<file path="src/rtl/e203_icb_sram_resp_pkg.sv">
// Shared types and helpers for the ICB-to-SRAM responder: size encodings,
// the response record carried through the response buffer, and the
// command legality check.
package e203_icb_sram_resp_pkg;

    typedef enum logic [1:0] {
        SZ_BYTE = 2'd0,
        SZ_HALF = 2'd1,
        SZ_WORD = 2'd2,
        SZ_RSVD = 2'd3
    } icb_size_e;

    // Response record: {err, excl_ok, rdata}
    localparam int RSP_W = 34;

    typedef struct packed {
        logic        err;
        logic        excl_ok;
        logic [31:0] rdata;
    } rsp_t;

    // Out-of-range, reserved size, or misaligned half/word access.
    function automatic logic addr_err(input logic [31:0] addr,
                                      input logic [31:0] mem_bytes,
                                      input logic [1:0]  size);
        logic e;
        e = (addr >= mem_bytes);
        case (icb_size_e'(size))
            SZ_HALF: e = e | addr[0];
            SZ_WORD: e = e | (addr[1:0] != 2'b00);
            SZ_RSVD: e = 1'b1;
            default: e = e;
        endcase
        return e;
    endfunction

endpackage

</file>
<file path="src/rtl/e203_icb_sram_resp_if.sv">
// ICB command/response channel between an LSU-side master and the responder.
interface e203_icb_sram_resp_if #(
    parameter int AW = 16
);
    logic          icb_cmd_valid;
    logic          icb_cmd_ready;
    logic [AW-1:0] icb_cmd_addr;
    logic          icb_cmd_read;
    logic [31:0]   icb_cmd_wdata;
    logic [3:0]    icb_cmd_wmask;
    logic          icb_cmd_lock;
    logic          icb_cmd_excl;
    logic [1:0]    icb_cmd_size;
    logic          icb_rsp_valid;
    logic          icb_rsp_ready;
    logic          icb_rsp_err;
    logic          icb_rsp_excl_ok;
    logic [31:0]   icb_rsp_rdata;

    modport master (
        output icb_cmd_valid, icb_cmd_addr, icb_cmd_read, icb_cmd_wdata,
               icb_cmd_wmask, icb_cmd_lock, icb_cmd_excl, icb_cmd_size,
               icb_rsp_ready,
        input  icb_cmd_ready, icb_rsp_valid, icb_rsp_err, icb_rsp_excl_ok,
               icb_rsp_rdata
    );

    modport slave (
        input  icb_cmd_valid, icb_cmd_addr, icb_cmd_read, icb_cmd_wdata,
               icb_cmd_wmask, icb_cmd_lock, icb_cmd_excl, icb_cmd_size,
               icb_rsp_ready,
        output icb_cmd_ready, icb_rsp_valid, icb_rsp_err, icb_rsp_excl_ok,
               icb_rsp_rdata
    );
endinterface

</file>
<file path="src/rtl/e203_icb_rsp_fifo.sv">
// Two-entry response buffer; holds responses the master has not yet taken.
module e203_icb_rsp_fifo
    import e203_icb_sram_resp_pkg::*;
(
    input  logic             clk,
    input  logic             rst,
    input  logic             in_valid_i,
    output logic             in_ready_o,
    input  logic [RSP_W-1:0] in_data_i,
    output logic             out_valid_o,
    input  logic             out_ready_i,
    output logic [RSP_W-1:0] out_data_o,
    output logic [1:0]       count_o
);

    logic [RSP_W-1:0] mem_q [2];
    logic             wptr_q, rptr_q;
    logic [1:0]       cnt_q, cnt_d;
    logic             push, pop;

    assign in_ready_o  = (cnt_q != 2'd2);
    assign out_valid_o = (cnt_q != 2'd0);
    assign out_data_o  = mem_q[rptr_q];
    assign count_o     = cnt_q;
    assign push        = in_valid_i & in_ready_o;
    assign pop         = out_valid_o & out_ready_i;

    // Occupancy follows push/pop; simultaneous push and pop leaves it unchanged.
    always_comb begin
        cnt_d = cnt_q;
        case ({push, pop})
            2'b10:   cnt_d = cnt_q + 2'd1;
            2'b01:   cnt_d = cnt_q - 2'd1;
            default: cnt_d = cnt_q;
        endcase
    end

    // Pointer and occupancy registers.
    always_ff @(posedge clk or posedge rst) begin
        if (rst) begin
            wptr_q <= 1'b0;
            rptr_q <= 1'b0;
            cnt_q  <= 2'd0;
        end else begin
            if (push) wptr_q <= ~wptr_q;
            if (pop)  rptr_q <= ~rptr_q;
            cnt_q <= cnt_d;
        end
    end

    // Entry storage; contents are meaningless until counted valid.
    always_ff @(posedge clk) begin
        if (push) mem_q[wptr_q] <= in_data_i;
    end

endmodule

</file>
<file path="src/rtl/e203_icb_sram_resp.sv">
// ICB responder for a single-port SRAM with 1-cycle read latency. Commands
// are checked and issued in the fire cycle, the response is offered the next
// cycle straight from ram_dout, and anything the master cannot take is parked
// in a 2-entry buffer. Also tracks one LR/SC reservation.
module e203_icb_sram_resp
    import e203_icb_sram_resp_pkg::*;
#(
    parameter int AW        = 16,
    parameter int MEM_BYTES = 65536,
    parameter int RAW       = AW - 2
) (
    input  logic                 clk,
    input  logic                 rst,
    input  logic                 excl_clr,
    e203_icb_sram_resp_if.slave  icb,
    output logic                 ram_cs,
    output logic                 ram_we,
    output logic [RAW-1:0]       ram_addr,
    output logic [3:0]           ram_wem,
    output logic [31:0]          ram_din,
    input  logic [31:0]          ram_dout
);

    logic           cmd_fire, cmd_err, wr_permit, cmd_excl_ok;
    logic [RAW-1:0] cmd_word;
    logic           pend_vld_q, pend_err_q, pend_xok_q, pend_rd_q;
    logic           resv_vld_q, resv_vld_d;
    logic [RAW-1:0] resv_addr_q, resv_addr_d;
    rsp_t           pend_rsp, fifo_rsp;
    logic           fifo_push, fifo_vld, unused_fifo_in_rdy;
    logic [1:0]     fifo_cnt, occupancy;
    logic           rsp_fire;
    logic           unused_lock;

    // Lock has no meaning for a single-port SRAM beyond being carried on the bus.
    assign unused_lock = icb.icb_cmd_lock;

    assign cmd_word    = icb.icb_cmd_addr[AW-1:2];
    assign cmd_err     = addr_err(32'(icb.icb_cmd_addr), 32'(MEM_BYTES), icb.icb_cmd_size);
    assign wr_permit   = ~icb.icb_cmd_excl | (resv_vld_q & (resv_addr_q == cmd_word));
    assign cmd_excl_ok = icb.icb_cmd_excl & ~cmd_err & (icb.icb_cmd_read | wr_permit);

    // Pending stage plus buffered entries never exceed two, so a new command
    // is taken only when a slot is free or one is leaving this cycle.
    assign occupancy         = {1'b0, pend_vld_q} + fifo_cnt;
    assign rsp_fire          = icb.icb_rsp_valid & icb.icb_rsp_ready;
    assign icb.icb_cmd_ready = (occupancy < 2'd2) | rsp_fire;
    assign cmd_fire          = icb.icb_cmd_valid & icb.icb_cmd_ready;

    // A failed SC still selects the SRAM but suppresses the write.
    assign ram_cs   = cmd_fire & ~cmd_err;
    assign ram_we   = ram_cs & ~icb.icb_cmd_read & wr_permit;
    assign ram_addr = cmd_word;
    assign ram_wem  = icb.icb_cmd_wmask;
    assign ram_din  = icb.icb_cmd_wdata;

    // Capture the attributes of the fired command for next-cycle response.
    always_ff @(posedge clk or posedge rst) begin
        if (rst) begin
            pend_vld_q <= 1'b0;
            pend_err_q <= 1'b0;
            pend_xok_q <= 1'b0;
            pend_rd_q  <= 1'b0;
        end else begin
            pend_vld_q <= cmd_fire;
            if (cmd_fire) begin
                pend_err_q <= cmd_err;
                pend_xok_q <= cmd_excl_ok;
                pend_rd_q  <= icb.icb_cmd_read;
            end
        end
    end

    // Reservation update: LR sets, any SC or a plain write to the word clears,
    // erroring commands leave it alone, and excl_clr overrides everything.
    always_comb begin
        resv_vld_d  = resv_vld_q;
        resv_addr_d = resv_addr_q;
        if (cmd_fire & ~cmd_err) begin
            if (icb.icb_cmd_excl & icb.icb_cmd_read) begin
                resv_vld_d  = 1'b1;
                resv_addr_d = cmd_word;
            end else if (icb.icb_cmd_excl) begin
                resv_vld_d = 1'b0;
            end else if (~icb.icb_cmd_read & (cmd_word == resv_addr_q)) begin
                resv_vld_d = 1'b0;
            end
        end
        if (excl_clr) resv_vld_d = 1'b0;
    end

    // Reservation valid flag.
    always_ff @(posedge clk or posedge rst) begin
        if (rst) resv_vld_q <= 1'b0;
        else     resv_vld_q <= resv_vld_d;
    end

    // Reservation address; only meaningful while the flag is set.
    always_ff @(posedge clk) begin
        resv_addr_q <= resv_addr_d;
    end

    // Response from the pending stage, reading SRAM data in its valid cycle.
    always_comb begin
        pend_rsp.err     = pend_err_q;
        pend_rsp.excl_ok = pend_xok_q;
        pend_rsp.rdata   = (pend_rd_q & ~pend_err_q) ? ram_dout : 32'h0;
    end

    // Park the pending response unless it leaves via the bypass this cycle.
    assign fifo_push = pend_vld_q & ~(~fifo_vld & icb.icb_rsp_ready);

    e203_icb_rsp_fifo u_fifo (
        .clk         (clk),
        .rst         (rst),
        .in_valid_i  (fifo_push),
        .in_ready_o  (unused_fifo_in_rdy),
        .in_data_i   (pend_rsp),
        .out_valid_o (fifo_vld),
        .out_ready_i (icb.icb_rsp_ready),
        .out_data_o  (fifo_rsp),
        .count_o     (fifo_cnt)
    );

    // Oldest response first: buffer head, else the pending-stage bypass.
    always_comb begin
        icb.icb_rsp_valid   = 1'b0;
        icb.icb_rsp_err     = 1'b0;
        icb.icb_rsp_excl_ok = 1'b0;
        icb.icb_rsp_rdata   = 32'h0;
        if (fifo_vld) begin
            icb.icb_rsp_valid   = 1'b1;
            icb.icb_rsp_err     = fifo_rsp.err;
            icb.icb_rsp_excl_ok = fifo_rsp.excl_ok;
            icb.icb_rsp_rdata   = fifo_rsp.rdata;
        end else if (pend_vld_q) begin
            icb.icb_rsp_valid   = 1'b1;
            icb.icb_rsp_err     = pend_rsp.err;
            icb.icb_rsp_excl_ok = pend_rsp.excl_ok;
            icb.icb_rsp_rdata   = pend_rsp.rdata;
        end
    end

endmodule

</file>
<file path="src/flat_wrapper.sv">
// flat-port wrapper written by rule: the top's interface ports become plain ports
module e203_icb_sram_resp_flat import e203_icb_sram_resp_pkg::*;
#(
    parameter int AW        = 16,
    parameter int MEM_BYTES = 65536,
    parameter int RAW       = AW - 2
)
  (clk, rst, excl_clr, ram_cs, ram_we, ram_addr, ram_wem, ram_din, ram_dout, icb_icb_cmd_valid, icb_icb_cmd_addr, icb_icb_cmd_read, icb_icb_cmd_wdata, icb_icb_cmd_wmask, icb_icb_cmd_lock, icb_icb_cmd_excl, icb_icb_cmd_size, icb_icb_rsp_ready, icb_icb_cmd_ready, icb_icb_rsp_valid, icb_icb_rsp_err, icb_icb_rsp_excl_ok, icb_icb_rsp_rdata);
  e203_icb_sram_resp_if #(.AW(AW)) icb_i ();
  input  logic clk;
  input  logic rst;
  input  logic excl_clr;
  output logic ram_cs;
  output logic ram_we;
  output logic [RAW-1:0] ram_addr;
  output logic [3:0] ram_wem;
  output logic [31:0] ram_din;
  input  logic [31:0] ram_dout;
  input wire logic [$bits(icb_i.icb_cmd_valid)-1:0] icb_icb_cmd_valid;
  input wire logic [$bits(icb_i.icb_cmd_addr)-1:0] icb_icb_cmd_addr;
  input wire logic [$bits(icb_i.icb_cmd_read)-1:0] icb_icb_cmd_read;
  input wire logic [$bits(icb_i.icb_cmd_wdata)-1:0] icb_icb_cmd_wdata;
  input wire logic [$bits(icb_i.icb_cmd_wmask)-1:0] icb_icb_cmd_wmask;
  input wire logic [$bits(icb_i.icb_cmd_lock)-1:0] icb_icb_cmd_lock;
  input wire logic [$bits(icb_i.icb_cmd_excl)-1:0] icb_icb_cmd_excl;
  input wire logic [$bits(icb_i.icb_cmd_size)-1:0] icb_icb_cmd_size;
  input wire logic [$bits(icb_i.icb_rsp_ready)-1:0] icb_icb_rsp_ready;
  output wire logic [$bits(icb_i.icb_cmd_ready)-1:0] icb_icb_cmd_ready;
  output wire logic [$bits(icb_i.icb_rsp_valid)-1:0] icb_icb_rsp_valid;
  output wire logic [$bits(icb_i.icb_rsp_err)-1:0] icb_icb_rsp_err;
  output wire logic [$bits(icb_i.icb_rsp_excl_ok)-1:0] icb_icb_rsp_excl_ok;
  output wire logic [$bits(icb_i.icb_rsp_rdata)-1:0] icb_icb_rsp_rdata;
  assign icb_i.icb_cmd_valid = icb_icb_cmd_valid;
  assign icb_i.icb_cmd_addr = icb_icb_cmd_addr;
  assign icb_i.icb_cmd_read = icb_icb_cmd_read;
  assign icb_i.icb_cmd_wdata = icb_icb_cmd_wdata;
  assign icb_i.icb_cmd_wmask = icb_icb_cmd_wmask;
  assign icb_i.icb_cmd_lock = icb_icb_cmd_lock;
  assign icb_i.icb_cmd_excl = icb_icb_cmd_excl;
  assign icb_i.icb_cmd_size = icb_icb_cmd_size;
  assign icb_i.icb_rsp_ready = icb_icb_rsp_ready;
  assign icb_icb_cmd_ready = icb_i.icb_cmd_ready;
  assign icb_icb_rsp_valid = icb_i.icb_rsp_valid;
  assign icb_icb_rsp_err = icb_i.icb_rsp_err;
  assign icb_icb_rsp_excl_ok = icb_i.icb_rsp_excl_ok;
  assign icb_icb_rsp_rdata = icb_i.icb_rsp_rdata;
  e203_icb_sram_resp #(.AW(AW), .MEM_BYTES(MEM_BYTES), .RAW(RAW)) u_core (.clk(clk), .rst(rst), .excl_clr(excl_clr), .icb(icb_i), .ram_cs(ram_cs), .ram_we(ram_we), .ram_addr(ram_addr), .ram_wem(ram_wem), .ram_din(ram_din), .ram_dout(ram_dout));
endmodule
</file>
<file path="config.mk">
export PLATFORM = sky130hd
export DESIGN_NAME = e203_icb_sram_resp_flat
export DESIGN_NICKNAME = d
export VERILOG_FILES = /design/src/rtl/e203_icb_sram_resp_pkg.sv /design/src/rtl/e203_icb_sram_resp_if.sv /design/src/rtl/e203_icb_rsp_fifo.sv /design/src/rtl/e203_icb_sram_resp.sv /design/src/flat_wrapper.sv
export SDC_FILE = /design/constraint.sdc
export NUM_CORES = 1
export LEC_CHECK = 0
export CORE_MARGIN = 10
export CORE_UTILIZATION = 35
export DETAILED_ROUTE_END_ITERATION = 8
export MAX_ROUTING_LAYER = met4
export PLACE_DENSITY = 0.66
export RECOVER_POWER = 25
export SKIP_CTS_REPAIR_TIMING = 1
export SLEW_MARGIN = 10
export SYNTH_ARGS = -nofsm -noshare
export SYNTH_HDL_FRONTEND = slang
export SYNTH_SLANG_ARGS = --single-unit
</file>
<file path="constraint.sdc">
create_clock -name clk -period 3.5 [get_ports clk]
set_clock_uncertainty 0.1 [all_clocks]
set_input_delay 0.7 -clock clk [delete_from_list [all_inputs] [get_ports clk]]
set_output_delay 0.7 -clock clk [all_outputs]
set_load 0.01 [all_outputs]
</file>
-- Word level (Yosys, flattened, before mapping)
Memories as Yosys holds them, arrays and structs flattened.
Cells that the tools add are included.
- $add $sub $neg: 3
- $lt $le $gt $ge: 1
- equal/unequal tests: 8
- mux-type cells: 18
- bitwise gates (word level): 26
- reductions and logical operators: 7
- operators by type and width (operator ; number):
    32-bit 2-to-1 mux ; 3
    14-bit == test ; 2
    1-bit bitwise AND ; 15
    1-bit 2-to-1 mux ; 13
    1-bit inverter ; 8
    2-bit nonzero test ; 4
    2-bit == test, second input constant ; 3
    2-bit by 1-bit == test with 1-bit output, second input constant ; 2
    2-bit one-hot mux with 2 select lines ; 1
    2-bit AND reduction ; 2
    4-bit nonzero test ; 1
    1-bit bitwise OR ; 3
    1-bit one-hot mux with 3 select lines ; 1
    1-bit by 2-bit adder with 2-bit output ; 1
    2-bit by 1-bit adder with 2-bit output, second input constant ; 1
    2-bit < comparator, second input constant ; 1
    2-bit inequality test, second input constant ; 1
    2-bit by 1-bit subtractor with 2-bit output, second input constant ; 1
- register bits: 23
- bits in writable memories: 68
- bits of input ports: 94
- output and inout bits: 88
- word-level logic and storage cells: 73
- memories kept: 1
- memories (memory ; depth ; bits a word ; rd ports ; clocked after memory_dff ; write ports ; line ; source):
    u_core.u_fifo.mem_q ; 2 ; 34 ; 1 ; 0 ; 1 ; e203_icb_rsp_fifo.sv:16 ; logic [RSP_W-1:0] mem_q [2];

-- Depth between registers and ports, before layout
- depth after elaboration: 8
- gate-level depth with buffers: 8
- gate-level depth less buffers: 6

-- Hierarchy
Synthesis repeated with hierarchy kept, for this count alone.
- cell total of the unflattened synthesis: 323
- area, all modules: 4546.9 µm²
- modules (own cells, without submodules) (module ; instances ; cells each ; area each (µm²) ; seq. area each (µm²)):
    e203_icb_rsp_fifo ; 1 ; 124 ; 2676.3 ; 2142.1
    e203_icb_sram_resp ; 1 ; 199 ; 1870.5 ; 545.5

-- Worst setup path before layout
No wires, ideal clock.
- path type: input to register
- from: in icb_icb_rsp_ready
- to: mem u_core.u_fifo.mem_q[0][0], enable pin
- setup time: 0.425 ns
- arrival: 2.413 ns
- data required time: 2.975 ns
- slack: 0.562 ns
- stages on the path: 3
- buffers on the path: 0
- cells stage by stage: nor2_1 -> o21ai_0 -> nor2_1
- longest elaborated chain between the ends: 6
- ends and longest elaborated chain (what ; line ; source):
    start, declared ; flat_wrapper.sv:27 ; input wire logic [$bits(icb_i.icb_rsp_ready)-1:0] icb_icb_rsp_ready;
    1-bit bitwise AND ; e203_icb_sram_resp.sv:111 ; assign fifo_push = pend_vld_q & ~(~fifo_vld & icb.icb_rsp_ready);
    1-bit inverter ; e203_icb_sram_resp.sv:111 ;
    1-bit bitwise AND ; e203_icb_sram_resp.sv:111 ;
    1-bit bitwise AND ; e203_icb_rsp_fifo.sv:25 ; assign push = in_valid_i & in_ready_o;
    1-bit 2-to-1 mux ; e203_icb_rsp_fifo.sv:53 ; if (push) mem_q[wptr_q] <= in_data_i;
    1-bit 2-to-1 mux (not written as such) ; e203_icb_rsp_fifo.sv:53 ;
    end, declared ; e203_icb_rsp_fifo.sv:16 ;
No other way between the ends.

-- Worst setup path in the final report
- from: in icb_icb_rsp_ready
- to: out ram_we
- longest elaborated chain between the ends: 6
- ends and longest elaborated chain (what ; line ; source):
    1-bit bitwise AND ; e203_icb_sram_resp.sv:46 ; assign rsp_fire = icb.icb_rsp_valid & icb.icb_rsp_ready;
    1-bit bitwise OR ; e203_icb_sram_resp.sv:47 ; assign icb.icb_cmd_ready = (occupancy < 2'd2) | rsp_fire;
    1-bit bitwise AND ; e203_icb_sram_resp.sv:48 ; assign cmd_fire = icb.icb_cmd_valid & icb.icb_cmd_ready;
    1-bit bitwise AND ; e203_icb_sram_resp.sv:51 ; assign ram_cs = cmd_fire & ~cmd_err;
    1-bit bitwise AND (2 in series) ; e203_icb_sram_resp.sv:52 ; assign ram_we = ram_cs & ~icb.icb_cmd_read & wr_permit;
    end, declared ; flat_wrapper.sv:14 ; output logic ram_we;
No other way between the ends.

==> summary.md <==
| Metric | Value |
|---|---|
| Final worst path period need | approximately 3300 ps |
| Antenna violation net count after detailed routing | 0 |
| Headroom to the max-slew limit | roughly 80% |
| Estimated wirelength of the detail-placed design | slightly above 7000 µm |
| Number of placement rows | 40 |
| Starting DRT DRC Count | about 120 |
| Sequential cell area | roughly 2700 µm² |
| Number of H-tree levels | 3 |
| Core outline area | around 12000 µm² |
| Number of cells on the worst reg-to-reg path | 6 |
| Global-route wire length before repair | about 16000 µm |
| WP buf/inv | 2 |
| Input/output buffers | roughly 110 |
| CP delay by family, top | buffers and inverters |
| Timing-limited maximum frequency | approximately 0.3 GHz |
| FF-to-FF Start | u_core.u_fifo.count_o[0]$_DFFE_PP0P_ |
| Cell with the biggest individual delay on the critical path | sky130_fd_sc_hd__clkdlybuf4s50_1 |
| Placer congestion estimate | around 0.73 |
| Worst path arrival time | between 2000 and 2500 ps |
| Number of buffers created by CTS | 9 |
| Kind of critical path | primary input to primary output |
| Post-synth net total | between 400 and 500 |
| Setup Viol. Count Final | 0 |
| Cells after Synth | between 300 and 400 |
| Ratio of total power to cell area | ~750 nW/µm² |
| Static leakage power | 2.34 nW |
| Total of fill cells in the finished design | about 1100 |
| Overflow left after global routing | 0 |
| Via/cell ratio | ~4.6 |
| Signed area change from the synthesized netlist to the final layout | 31.2% |
| Cells taking the most area after synthesis | sky130_fd_sc_hd__edfxtp_1 57%, sky130_fd_sc_hd__buf_4 8.6%, sky130_fd_sc_hd__mux2i_1 7.8% |
| Antenna diode instance count | 0 |
| Share of synthesized area occupied by flip-flops and latches | about three fifths |
| Register clock-pin slew on the reported worst setup and hold paths | 60 ps |
| Critical R2R Capture | u_core.resv_addr_q[6]$_DFFE_PP_ |
| Required time at the worst-slack endpoint | 2700 ps |
| Ratio of cells with drive above 1 in the final layout | ~11% |
| Drt first pass iters | 4 |
| Most common library cell in the layout ignoring fill and taps | sky130_fd_sc_hd__clkdlybuf4s50_1 |
| FF+latch count, synth | ~90 |
| Timing endpoint of the critical path | ram_we |
| Pin count of the biggest net entering global routing | 20 |
| Non-Filler Instances | 604 |
| Count of synthesis-stage warnings from yosys | 0 |
| Number of sinks on the clock net | slightly above 90 |
| Area of the multi-input gates | 1110 µm² |
| Average routed wire per standard cell | about 16 µm |
| Critical Path Fanout Max | 4 |
| Clock tree from TritonCTS | built |
| Start point of the critical path | icb_icb_rsp_ready |
| Number of cells after detailed placement | a little under 600 |
| Height of the chip | approximately 130 µm |
| Floorplan die area | between 15000 and 20000 µm² |
| Hold Path Class | flop to flop |
| Residual DRC count | 0 |
| Routed Wire Length | approximately 9700 µm |
| Max-cap viol count | 0 |
| Starting density of the core | 36.0% |
| Via count of the first global-routing pass | 3151 |
| Root buffer selected by CTS | sky130_fd_sc_hd__clkbuf_16 |
| Outcome | finished, final reports clean |
| Worst setup SP type | primary input |
| Cells along the critical path | clkdlybuf4s50_1, and2b_2, a211o_1, or2_4, nor2_1, o21a_1, dlymetal6s2s_1 |
| Setup slack of the most critical reg-to-reg path | approximately 1300 ps |
| Final net count | 526 |
| Number of antenna violations at the first check in global routing | 0 |
| Final Max Tran Viols | 0 |
| All-layer global routing usage | 11.4% |
| Mapped cell area | about 4400 µm² |
| Distinct cell type count after synthesis | 34 |
| Crit. End Element | primary output |
| Most frequent cells in the layout | 91 x sky130_fd_sc_hd__clkdlybuf4s50_1, 82 x sky130_fd_sc_hd__edfxtp_1, 38 x sky130_fd_sc_hd__inv_1, 36 x sky130_fd_sc_hd__nand2_1, 34 x sky130_fd_sc_hd__mux2i_1 |
| Fraction of post-synthesis cell area in the top cell type by area | a little under three fifths |
| Die span in x | 132 µm |
| Boundary pin count | approximately 180 |
| Crit share post-route | between 90 and 100% |
| Number of vias after detailed routing | 2800 |
| Smallest hold slack | 404 ps |
| Number of buffers between clock root and the deepest sink | 2 |
| Slowest cell delay on critical path | approximately 510 ps |
| Worst slew pin tran | roughly 330 ps |
| Cell type with the highest aggregate area in the netlist | sky130_fd_sc_hd__edfxtp_1 |
| Setup repair after global routing missed its margin | false |
| Synthesized area per cell | approximately 12 µm² |
| Hold Fails Final Rpt | 0 |
| Crit path depth | 7 |
| Worst VDD drop | ~0.23 mV |
| Latest clock arrival within the worst-skew pair | 330 ps |
==> cells in the mapped netlist <==
| master | n |
|---|---|
| sky130_fd_sc_hd__xnor2_1 | 17 |
| sky130_fd_sc_hd__buf_1 | 5 |
| sky130_fd_sc_hd__a2bb2oi_1 | 1 |
| sky130_fd_sc_hd__a211o_1 | 1 |
| sky130_fd_sc_hd__buf_2 | 1 |
| sky130_fd_sc_hd__edfxtp_1 | 82 |
| sky130_fd_sc_hd__nor2b_1 | 2 |
| sky130_fd_sc_hd__xor2_1 | 2 |
| sky130_fd_sc_hd__nor3_1 | 1 |
| sky130_fd_sc_hd__nand2_1 | 36 |
| sky130_fd_sc_hd__mux2_2 | 2 |
| sky130_fd_sc_hd__o21a_1 | 1 |
| sky130_fd_sc_hd__nand4_1 | 3 |
| sky130_fd_sc_hd__nor2_1 | 9 |
| sky130_fd_sc_hd__a311oi_1 | 1 |
| sky130_fd_sc_hd__o22ai_1 | 32 |
| sky130_fd_sc_hd__and4bb_1 | 1 |
| sky130_fd_sc_hd__buf_6 | 1 |
| sky130_fd_sc_hd__mux2i_1 | 34 |
| sky130_fd_sc_hd__a221o_2 | 1 |
| sky130_fd_sc_hd__or2_4 | 1 |
| sky130_fd_sc_hd__and2_1 | 1 |
| sky130_fd_sc_hd__clkbuf_1 | 9 |
| sky130_fd_sc_hd__nand3_1 | 2 |
| sky130_fd_sc_hd__and2b_2 | 1 |
| sky130_fd_sc_hd__or3_1 | 1 |
| sky130_fd_sc_hd__inv_1 | 38 |
| sky130_fd_sc_hd__buf_4 | 50 |
| sky130_fd_sc_hd__nor4_1 | 1 |
| sky130_fd_sc_hd__or3_2 | 1 |
| sky130_fd_sc_hd__ha_1 | 1 |
| sky130_fd_sc_hd__dfrtp_1 | 9 |
| sky130_fd_sc_hd__o21ai_0 | 3 |
| sky130_fd_sc_hd__a21oi_1 | 2 |
==> routing by layer <==
metal,vias to the layer above,global-route usage (%),share of wire [%]
li1,1347,-,-
met1,1318,12.6,44
met2,100,18.3,47
met3,35,3.77,6.3
met4,0,4.94,2.2
met5,-,-,0
==> through the flow <==
step / setup WS (ps) / instance area, µm² / setup TNS [ps] / power (mW) / util, %
global route: 79.6 / 5720 / 0 / 4.54 / 47.2
CTS: -188 / 5720 / -292 / 4.37 / 47.2
finish: 229 / 5720 / 0 / 4.29 / 47.2
floorplan: 562 / 4360 / 0 / 2.56 / -
global placement: -135 / 5430 / -197 / 3.41 / 44.8
detailed placement: -168 / 5430 / -262 / 3.44 / 44.8
==> layout make-up <==
cell class / instances / area share [%]
repair buffers: 133 / 22.5
inverters: 38 / 2.49
flip-flops and latches: 91 / 47.0
clock inverters: 6 / 0.984
clock buffers: 10 / 4.00
multi-input cells: 158 / 19.3
well taps: 168 / 3.68
==> flip-flops by register name, indices dropped and copies added, names as in the netlist <==
register               flops
u_core.u_fifo.count_o      2
u_core.u_fifo.mem_q       68
u_core.u_fifo.wptr_q       1
u_core.u_fifo.rptr_q       1
u_core.pend_err_q          1
u_core.resv_vld_q          1
u_core.pend_xok_q          1
u_core.pend_rd_q           1
u_core.resv_addr_q        14
u_core.pend_vld_q          1
==> logic make-up (layout without fill, tap and decap cells) <==
logic type / count (synthesis) / in the layout / share of synthesized area [%]
buffers and inverters: 104 / 187 / 13.5
multiplexers: 36 / 36 / 8.33
AND/OR/NAND/NOR: 60 / 60 / 6.23
AO/OA/AOI/OAI: 42 / 42 / 6.20
flip-flops: 91 / 91 / 61.7
XOR/XNOR: 19 / 19 / 3.82
adder cells (fa/ha/maj): 1 / 1 / 0.287
==> worst min path at each step <==
stage,end,cells after the start,slack [ps],from
6_report,u_core.pend_rd_q$_DFFE_PP0P_,1,400,u_core.pend_rd_q$_DFFE_PP0P_
5_1_grt,u_core.pend_rd_q$_DFFE_PP0P_,1,440,u_core.pend_rd_q$_DFFE_PP0P_
4_1_cts,u_core.pend_rd_q$_DFFE_PP0P_,1,410,u_core.pend_rd_q$_DFFE_PP0P_
3_5_place_dp,u_core.pend_rd_q$_DFFE_PP0P_,1,390,u_core.pend_rd_q$_DFFE_PP0P_
3_3_place_gp,u_core.pend_rd_q$_DFFE_PP0P_,1,390,u_core.pend_rd_q$_DFFE_PP0P_
2_1_floorplan,u_core.u_fifo.mem_q[0][32]$_DFFE_PP_,0,360,u_core.pend_xok_q$_DFFE_PP0P_
==> power breakdown <==
group          total, mW  switching, mW  leakage [nW]  internal, mW
Sequential          1.60          0.119         0.872          1.48
Clock              0.920          0.373         0.140         0.547
Combinational       1.77          0.868          1.32         0.902
Power figures use the tool's default switching activity.
